==> config.mk <==
export PLATFORM = sky130hd
export DESIGN_NAME = ram_port_arbiter
export DESIGN_NICKNAME = d
export VERILOG_FILES = /design/src/rtl/ram_arb_pkg.sv /design/src/rtl/ram_port_arbiter.sv
export SDC_FILE = /design/constraint.sdc
export NUM_CORES = 1
export LEC_CHECK = 0
export BUFFER_PORTS_ARGS = -buffer_cell sky130_fd_sc_hd__buf_2
export CAP_MARGIN = 20
export CORE_AREA = 2 2 228 230
export DETAILED_ROUTE_END_ITERATION = 8
export DIE_AREA = 0 0 230 232
export PLACE_DENSITY = 0.5
export SYNTH_ARGS = -nofsm -noshare
export SYNTH_HDL_FRONTEND = slang
export SYNTH_SLANG_ARGS = --single-unit
==> constraint.sdc <==
create_clock -name clk50 -period 3.1 [get_ports clk50]
set_input_delay 0.31 -clock clk50 [delete_from_list [all_inputs] [get_ports clk50]]
set_output_delay 0.31 -clock clk50 [all_outputs]
set_load 0.1 [all_outputs]
==> src/rtl/ram_arb_pkg.sv <==
// ram_arb_pkg
// Shared definitions for the RAM port arbiter: FSM state encoding, the
// default geometry (address width, word width) and the default read-grant
// starvation limit. Imported by ram_port_arbiter.
package ram_arb_pkg;

    localparam int ADDR_W_DEF     = 22;
    localparam int DATA_W_DEF     = 128;
    localparam int STARVE_MAX_DEF = 8;

    typedef enum logic [1:0] {
        IDLE     = 2'd0,
        GRANT_LD = 2'd1,
        GRANT_RD = 2'd2,
        WAIT_RD  = 2'd3
    } arb_state_t;

    // True in the states where a transaction is being offered to memory.
    function automatic logic is_grant_state(input arb_state_t st);
        return (st == GRANT_LD) || (st == GRANT_RD);
    endfunction

endpackage

==> src/rtl/ram_port_arbiter.sv <==
// ram_port_arbiter
// Arbitrates one memory port between a loader (writes) and a display
// reader (reads). Reads normally win, but after STARVE_MAX consecutive read
// grants with a loader write waiting, the loader is served next.
//
// Ports
//   clk50, reset         clock (rising edge) and synchronous active-high reset
//   ld_we/ld_addr/ld_data  loader write request, held until ld_op_begun
//   ld_op_begun          loader acknowledge pulse (combinational)
//   rd_req/rd_addr       display read request, held until rd_ack
//   rd_ack               read acknowledge pulse (combinational)
//   rd_data/rd_valid     returned read word and its one-cycle valid pulse
//   mem_req/mem_we/mem_addr/mem_wdata  registered memory transaction
//   mem_ack              memory accepted the transaction
//   mem_rdata/mem_rdata_valid  memory read return
//
// Build option
//   RAM_ARB_STATS_EN     adds 32-bit wrapping acknowledge counters
//                        ld_grant_cnt and rd_grant_cnt.
module ram_port_arbiter
    import ram_arb_pkg::*;
#(
    parameter int ADDR_W     = ADDR_W_DEF,
    parameter int DATA_W     = DATA_W_DEF,
    parameter int STARVE_MAX = STARVE_MAX_DEF
) (
    input  logic              clk50,
    input  logic              reset,
    input  logic              ld_we,
    input  logic [ADDR_W-1:0] ld_addr,
    input  logic [DATA_W-1:0] ld_data,
    output logic              ld_op_begun,
    input  logic              rd_req,
    input  logic [ADDR_W-1:0] rd_addr,
    output logic              rd_ack,
    output logic [DATA_W-1:0] rd_data,
    output logic              rd_valid,
    output logic              mem_req,
    output logic              mem_we,
    output logic [ADDR_W-1:0] mem_addr,
    output logic [DATA_W-1:0] mem_wdata,
    input  logic              mem_ack,
    input  logic [DATA_W-1:0] mem_rdata,
    input  logic              mem_rdata_valid
`ifdef RAM_ARB_STATS_EN
    ,
    output logic [31:0]       ld_grant_cnt,
    output logic [31:0]       rd_grant_cnt
`endif
);

    localparam int              SC_W         = $clog2(STARVE_MAX + 1);
    localparam logic [SC_W-1:0] STARVE_LIMIT = SC_W'(STARVE_MAX);

    arb_state_t        state_r;
    arb_state_t        state_next_s;
    logic [SC_W-1:0]   starve_cnt_r;

    logic              grant_ld_s;
    logic              grant_rd_s;
    logic              ld_op_begun_s;
    logic              rd_ack_s;
    logic              rd_done_s;

    logic              mem_req_r;
    logic              mem_we_r;
    logic [ADDR_W-1:0] mem_addr_r;
    logic [DATA_W-1:0] mem_wdata_r;
    logic [DATA_W-1:0] rd_data_r;
    logic              rd_valid_r;

    // State register.
    always_ff @(posedge clk50) begin
        if (reset) begin
            state_r <= IDLE;
        end else begin
            state_r <= state_next_s;
        end
    end

    // Next-state logic: reads win unless the loader has been starved too long.
    always_comb begin
        state_next_s = state_r;
        case (state_r)
            IDLE: begin
                if (rd_req && (!ld_we || (starve_cnt_r < STARVE_LIMIT))) begin
                    state_next_s = GRANT_RD;
                end else if (ld_we) begin
                    state_next_s = GRANT_LD;
                end else begin
                    state_next_s = IDLE;
                end
            end
            GRANT_LD: begin
                if (mem_ack) begin
                    state_next_s = IDLE;
                end else begin
                    state_next_s = GRANT_LD;
                end
            end
            GRANT_RD: begin
                if (mem_ack) begin
                    state_next_s = WAIT_RD;
                end else begin
                    state_next_s = GRANT_RD;
                end
            end
            WAIT_RD: begin
                if (mem_rdata_valid) begin
                    state_next_s = IDLE;
                end else begin
                    state_next_s = WAIT_RD;
                end
            end
            default: begin
                state_next_s = IDLE;
            end
        endcase
    end

    // Output decode. Reset suppresses every pulse so an aborted transaction
    // never produces an acknowledge.
    always_comb begin
        grant_ld_s    = 1'b0;
        grant_rd_s    = 1'b0;
        ld_op_begun_s = 1'b0;
        rd_ack_s      = 1'b0;
        rd_done_s     = 1'b0;
        if (reset) begin
            grant_ld_s = 1'b0;
        end else begin
            case (state_r)
                IDLE: begin
                    grant_ld_s = (state_next_s == GRANT_LD);
                    grant_rd_s = (state_next_s == GRANT_RD);
                end
                GRANT_LD: begin
                    ld_op_begun_s = mem_ack;
                end
                GRANT_RD: begin
                    rd_ack_s = mem_ack;
                end
                WAIT_RD: begin
                    rd_done_s = mem_rdata_valid;
                end
                default: begin
                    grant_ld_s = 1'b0;
                end
            endcase
        end
    end

    // Memory-side transaction registers, loaded on the IDLE->GRANT edge.
    always_ff @(posedge clk50) begin
        if (reset) begin
            mem_req_r   <= 1'b0;
            mem_we_r    <= 1'b0;
            mem_addr_r  <= {ADDR_W{1'b0}};
            mem_wdata_r <= {DATA_W{1'b0}};
        end else begin
            mem_req_r <= is_grant_state(state_next_s);
            if (grant_ld_s) begin
                mem_we_r    <= 1'b1;
                mem_addr_r  <= ld_addr;
                mem_wdata_r <= ld_data;
            end else if (grant_rd_s) begin
                mem_we_r   <= 1'b0;
                mem_addr_r <= rd_addr;
            end
        end
    end

    // Starvation counter: counts read grants taken over a waiting loader.
    always_ff @(posedge clk50) begin
        if (reset) begin
            starve_cnt_r <= {SC_W{1'b0}};
        end else if (grant_ld_s) begin
            starve_cnt_r <= {SC_W{1'b0}};
        end else if (grant_rd_s && ld_we && (starve_cnt_r != STARVE_LIMIT)) begin
            starve_cnt_r <= starve_cnt_r + SC_W'(1);
        end
    end

    // Read return: capture the word and pulse valid one cycle later.
    always_ff @(posedge clk50) begin
        if (reset) begin
            rd_data_r  <= {DATA_W{1'b0}};
            rd_valid_r <= 1'b0;
        end else begin
            rd_valid_r <= rd_done_s;
            if (rd_done_s) begin
                rd_data_r <= mem_rdata;
            end
        end
    end

    assign ld_op_begun = ld_op_begun_s;
    assign rd_ack      = rd_ack_s;
    assign mem_req     = mem_req_r;
    assign mem_we      = mem_we_r;
    assign mem_addr    = mem_addr_r;
    assign mem_wdata   = mem_wdata_r;
    assign rd_data     = rd_data_r;
    assign rd_valid    = rd_valid_r;

`ifdef RAM_ARB_STATS_EN
    logic [31:0] ld_grant_cnt_r;
    logic [31:0] rd_grant_cnt_r;

    // Acknowledge counters, free-running and wrapping.
    always_ff @(posedge clk50) begin
        if (reset) begin
            ld_grant_cnt_r <= 32'd0;
            rd_grant_cnt_r <= 32'd0;
        end else begin
            if (ld_op_begun_s) begin
                ld_grant_cnt_r <= ld_grant_cnt_r + 32'd1;
            end
            if (rd_ack_s) begin
                rd_grant_cnt_r <= rd_grant_cnt_r + 32'd1;
            end
        end
    end

    assign ld_grant_cnt = ld_grant_cnt_r;
    assign rd_grant_cnt = rd_grant_cnt_r;
`else
    // Statistics counters are not built in this configuration.
`endif

endmodule
# Word level (Yosys, flattened, before mapping)
# Index checks and enable logic that the tools add are counted.
# word_totals
reg_bits	287
input_bits	306
out_inout_bits	283
elab_cells	45
# op_classes
add_sub_neg	1
n_lt_le_gt_ge	1
n_eq_ne	6
n_mux	20
reduce_logical	9
# op_table
op	n
$mux 22	2
$mux 1	15
$pmux 2 s4	1
$eq 2x2->1 const B	3
$add 4x1->4 const B	1
$eq 2x1->1 const B	2
$lt 4x4->1 const B	1
$mux 2	2
$ne 4x4->1 const B	1
$logic_and 1x1->1	3
$logic_not 2->1	1
$logic_or 1x1->1	2
$reduce_bool 2->1	1
$reduce_or 2->1	1
$logic_not 1->1	1

# Depth between registers and ports, before layout
# depth
word_depth	10
ltp_mapped	11
depth_no_buf	7

# Least setup slack after synthesis
# OpenSTA, ideal clock, no wires.
# synth_timing
path_kind	register -> output
from	register state_r[1]
to	output port rd_ack
t_arrival_ns	3.490
required_time_ns	2.790
slack_ns	-0.700
path_stages_with_launch	3
n_path_buf	1
path_cell_list	dfxtp_1 > clkbuf_1 > nor4bb_1
# synth_via
elab_chain_cells	3
# synth_lines
item	line	source
start: declaration	ram_port_arbiter.sv:55	arb_state_t state_r;
start signal: assignment	ram_port_arbiter.sv:77	state_r <= state_next_s;
$eq 2x2->1	ram_port_arbiter.sv:132	case (state_r)
$mux 1	ram_port_arbiter.sv:132	
$mux 1	ram_port_arbiter.sv:129	if (reset) begin
end: declaration	ram_port_arbiter.sv:35	output logic rd_ack,
# Every way passes these cells.

# Worst setup path after layout
# layout_timing
from	register state_r[1]
to	register starve_cnt_r[1]
# layout_via
elab_chain_cells	7
word_cells_on_any_way	14
classes_between	5 x eq/ne; 5 x mux; 4 x reduce/logical
# layout_lines
item	line	source
$eq 2x2->1 (tied with other cells)	ram_port_arbiter.sv:84	case (state_r)
$pmux 2 s4	ram_port_arbiter.sv:84	
$eq 2x2->1	ram_port_arbiter.sv:135	grant_rd_s = (state_next_s == GRANT_RD);
$mux 1	ram_port_arbiter.sv:132	
$mux 1	ram_port_arbiter.sv:129	
$logic_and 1x1->1 (2 in series)	ram_port_arbiter.sv:179	end else if (grant_rd_s && ld_we && (starve_cnt_r != STARVE_LIMIT)) begin
end signal: assignment	ram_port_arbiter.sv:176	starve_cnt_r <= {SC_W{1'b0}};
end signal: assignment	ram_port_arbiter.sv:178	starve_cnt_r <= {SC_W{1'b0}};
end signal: assignment	ram_port_arbiter.sv:180	starve_cnt_r <= starve_cnt_r + SC_W'(1);
end: declaration	ram_port_arbiter.sv:57	logic [SC_W-1:0] starve_cnt_r;
# Several ways; a longest one is shown, not always the timed one.
# A chain may end at the register's enable or synchronous reset.

==> PnR_summary.wiki <==
{| class="wikitable"
! Metric !! Value
|-
| Synthesis-to-finish area growth || 71.6%
|-
| Standard-cell row count || just over 80
|-
| Syn_nets || about 1300
|-
| Largest net degree at the start of global routing || 94
|-
| R2R Setup Slk || about 230 ps
|-
| CTS root buffer || clkbuf_16
|-
| Buffers plus inverters on the worst setup path || 0
|-
| Deepest clock path buffer count || 3
|-
| Worst endpoint required time || around 3600 ps
|-
| Count of mapped cells out of synthesis || just over 1000
|-
| Min Clock Period, post-route || between 2000 and 3000 ps
|-
| Critical hold path startpoint || mem_rdata[2]
|-
| Reg2reg start || state_r[1]
|-
| Final hold vios || 0
|-
| Crit-path max FO || 15
|-
| Type of element capturing the critical path || flip-flop
|-
| Maximum operating frequency || between 0.3 and 0.4 GHz
|-
| Hold path endpoint || rd_data[2]
|-
| Setup TNS after final layout || 0 ps
|-
| Register area share after synthesis || a little under 60%
|-
| Die outline area || 53400 um^2
|-
| Count of flip-flops with a built-in enable after synthesis || 0
|-
| Ratio of routed vias to standard cells || between 4 and 5
|-
| Nets || about 2100
|-
| Commonest non-fill, non-tap cells in the layout || buf_2, nand2_1, dfxtp_1
|-
| Final setup fails || 0
|-
| Mean post-synth cell area || approximately 9.5 um^2
|-
| Detailed-router iteration count before antenna repair || 5
|-
| Post-synthesis cell area || between 9000 and 10000 um^2
|-
| Die height || about 230 um
|-
| Worst Hold Class || in -> reg
|-
| Critical-path top delay cell || or4b_1
|-
| Clock Sink Count || 287
|-
| Worst setup path startpoint || state_r[1]
|-
| Status || complete, no violations
|-
| Remaining global-route overflow || 0
|-
| PwrDens || between 600 and 700 nW/um^2
|-
| Async set-reset flop share out of synthesis || 0%
|-
| Initial cell density of the core || between 10% and 20%
|-
| Stages on worst setup path || 7
|-
| Number of buffers created by CTS || 34
|-
| Gate family responsible for the most delay along the worst path || simple AND/OR/NAND/NOR gates
|-
| Clock latency of the later-clocked register in the worst-skew pair || 520 ps
|-
| Count of maximum capacitance violations || 0
|-
| Setup repair after global routing missed its margin || false
|-
| Most common library cell in the layout ignoring fill and taps || buf_2
|-
| Yosys synthesis warning count || 0
|-
| Worst setup path class || reg -> reg
|-
| Crit-path max cell delay || about 730 ps
|-
| Remaining DRCs || 0
|-
| Transition time at the pin with the least slew margin || roughly 940 ps
|-
| Leak Pwr || 7.62 nW
|-
| Flip-flop and latch count after synthesis || about 290
|-
| Slack of the critical path || ~230 ps
|-
| Data arrival time at the worst-slack endpoint || approximately 3300 ps
|-
| Global-route usage over all layers || a little over an eighth
|-
| Global-route wire length before repair || roughly 58 mm
|-
| Category of the worst setup path launch point || flip-flop
|-
| Critical register-to-register path endpoint || starve_cnt_r[1]
|-
| Final RePlAce weighted congestion || approximately 0.82
|-
| Fraction of final layout cells sized beyond drive strength 1 || between 30% and 40%
|-
| Setup Skew || 10.6 ps
|-
| Die width || around 230 um
|-
| Synth Flop Type || dfxtp_1
|-
| Number of distinct library cell variants in the gate-level netlist after synthesis || 37
|-
| Worst hold stages || 3
|-
| Average wire length per cell after detail routing || 15.0 um
|-
| Violation count after the first detailed-route iteration || about 330
|-
| Final period util || 92.5%
|-
| Clock H-tree levels || 2
|-
| Core footprint || just over 50000 um^2
|-
| Peak ir drop on the vdd network || 0.000373 V
|-
| Relative slew slack || a little under two fifths
|-
| Half-perimeter wire length after detailed placement || 25.5 mm
|-
| Post-Place Setup Slack || approximately 230 ps
|-
| Residual antenna-violating net count after detailed routing || 0
|-
| Total count of max-transition violations in the final report || 0
|-
| Vias || approximately 10000
|-
| Routed WL || between 30 and 40 mm
|-
| Number of cells on the worst reg-to-reg path || 7
|-
| CTS tree || built
|-
| Via count of the first global-routing pass || 10600
|-
| Clock transition at the registers of the reported paths || ~60 ps
|-
| Series of cell instances along the critical path || nor2b_1 > a221oi_1 > nand2b_1 > ha_1 > or4b_1 > nor3_2 > mux2i_1
|-
| Io pins || between 500 and 600
|-
| Number of buffers added on ports || 588
|-
| Initial antenna violation count || 5
|-
| Total of cells resized after clock tree synthesis || 0
|}
## per-stage QoR
stage	area, um^2	total power [mW]	hold WS [ps]	instances	utilization (%)
6_report	16800	10.5	34.7	2514	32.9
5_1_grt	16800	10.9	11.1	2514	32.9
4_1_cts	16700	10.6	0.306	2510	32.9
3_5_place_dp	13300	6.14	445	2225	26.2
3_3_place_gp	13300	6.14	439	2225	26.2
2_1_floorplan	9780	5.68	443	1025	-
## flip-flops by register name, summed over array words and instances, names as in the netlist
signal	flops
mem_addr	22
mem_req	1
mem_wdata	128
mem_we	1
rd_data	128
rd_valid	1
starve_cnt_r	4
state_r	2
## report_power, final
part	switching [mW]	leakage, nW	internal, mW
clock	1.56	0.571	2.62
combinational	1.72	4.73	0.612
sequential	0.100	2.32	3.87
## worst register-to-register path: stages (launching register included)
cell and delay (ps):
dfxtp_1 610, nor2b_1 90, a221oi_1 430, nand2b_1 170
ha_1 150, or4b_1 730, nor3_2 370, mux2i_1 240
## final cells by class
type	instances	area, um^2
clock buffer	51	1030
antenna	4	10.0
fill	5181	34100
multi-input combinational	645	3530
tap	680	851
inverter	6	22.5
sequential	287	5750
clock inverter	9	150
timing repair buffer	832	5420
## synth_stat cells (2+ instances only)
| cell | count | area, um^2 |
|---|---|---|
| nand3b_1 | 2 | 15.0 |
| buf_6 | 15 | 169 |
| clkbuf_1 | 46 | 173 |
| nor2_1 | 3 | 11.3 |
| a22o_1 | 128 | 1120 |
| nand2b_1 | 3 | 18.8 |
| inv_1 | 6 | 22.5 |
| o21ai_0 | 22 | 110 |
| buf_4 | 13 | 97.6 |
| nor4bb_1 | 2 | 20.0 |
| mux2i_1 | 4 | 40.0 |
| dfxtp_1 | 287 | 5750 |
| nand3_1 | 8 | 40.0 |
| a21oi_1 | 128 | 641 |
| ha_1 | 4 | 50.1 |
| a31oi_1 | 22 | 138 |
| nand2_1 | 300 | 1130 |
| nor2b_1 | 2 | 12.5 |
| buf_2 | 12 | 60.1 |
## logic make-up (layout without fill, tap and decap cells)
logic type	count (synthesis)	after routing	synth area share, %
AO/OA/AOI/OAI	305	305	21.0
adder cells (fa/ha/maj)	4	4	0.513
buffers and inverters	93	898	5.38
flip-flops	287	287	58.8
multiplexers	4	4	0.410
other	0	4	0
AND/OR/NAND/NOR	332	332	13.9
## how the worst max path moves through the flow
stage                            endpoint  slack (ps)
after global routing      starve_cnt_r[2]           7
after CTS                 starve_cnt_r[1]         230
after floorplan                    rd_ack         340
after global placement        mem_addr[8]         420
after detailed placement  starve_cnt_r[1]         230
final                     starve_cnt_r[1]         230
## timing repair
item	CTS	global route
hold buffers	225	0
hold endpoints to repair	225	0
setup buffers	0	0
## per-layer routing
layer  wire [um]  GRT usage [%]
met4        1190           5.38
met5          13              0
met2       18600           23.4
met1       14600           14.9
met3        3260           4.70
(Power assumes the default switching activity.)
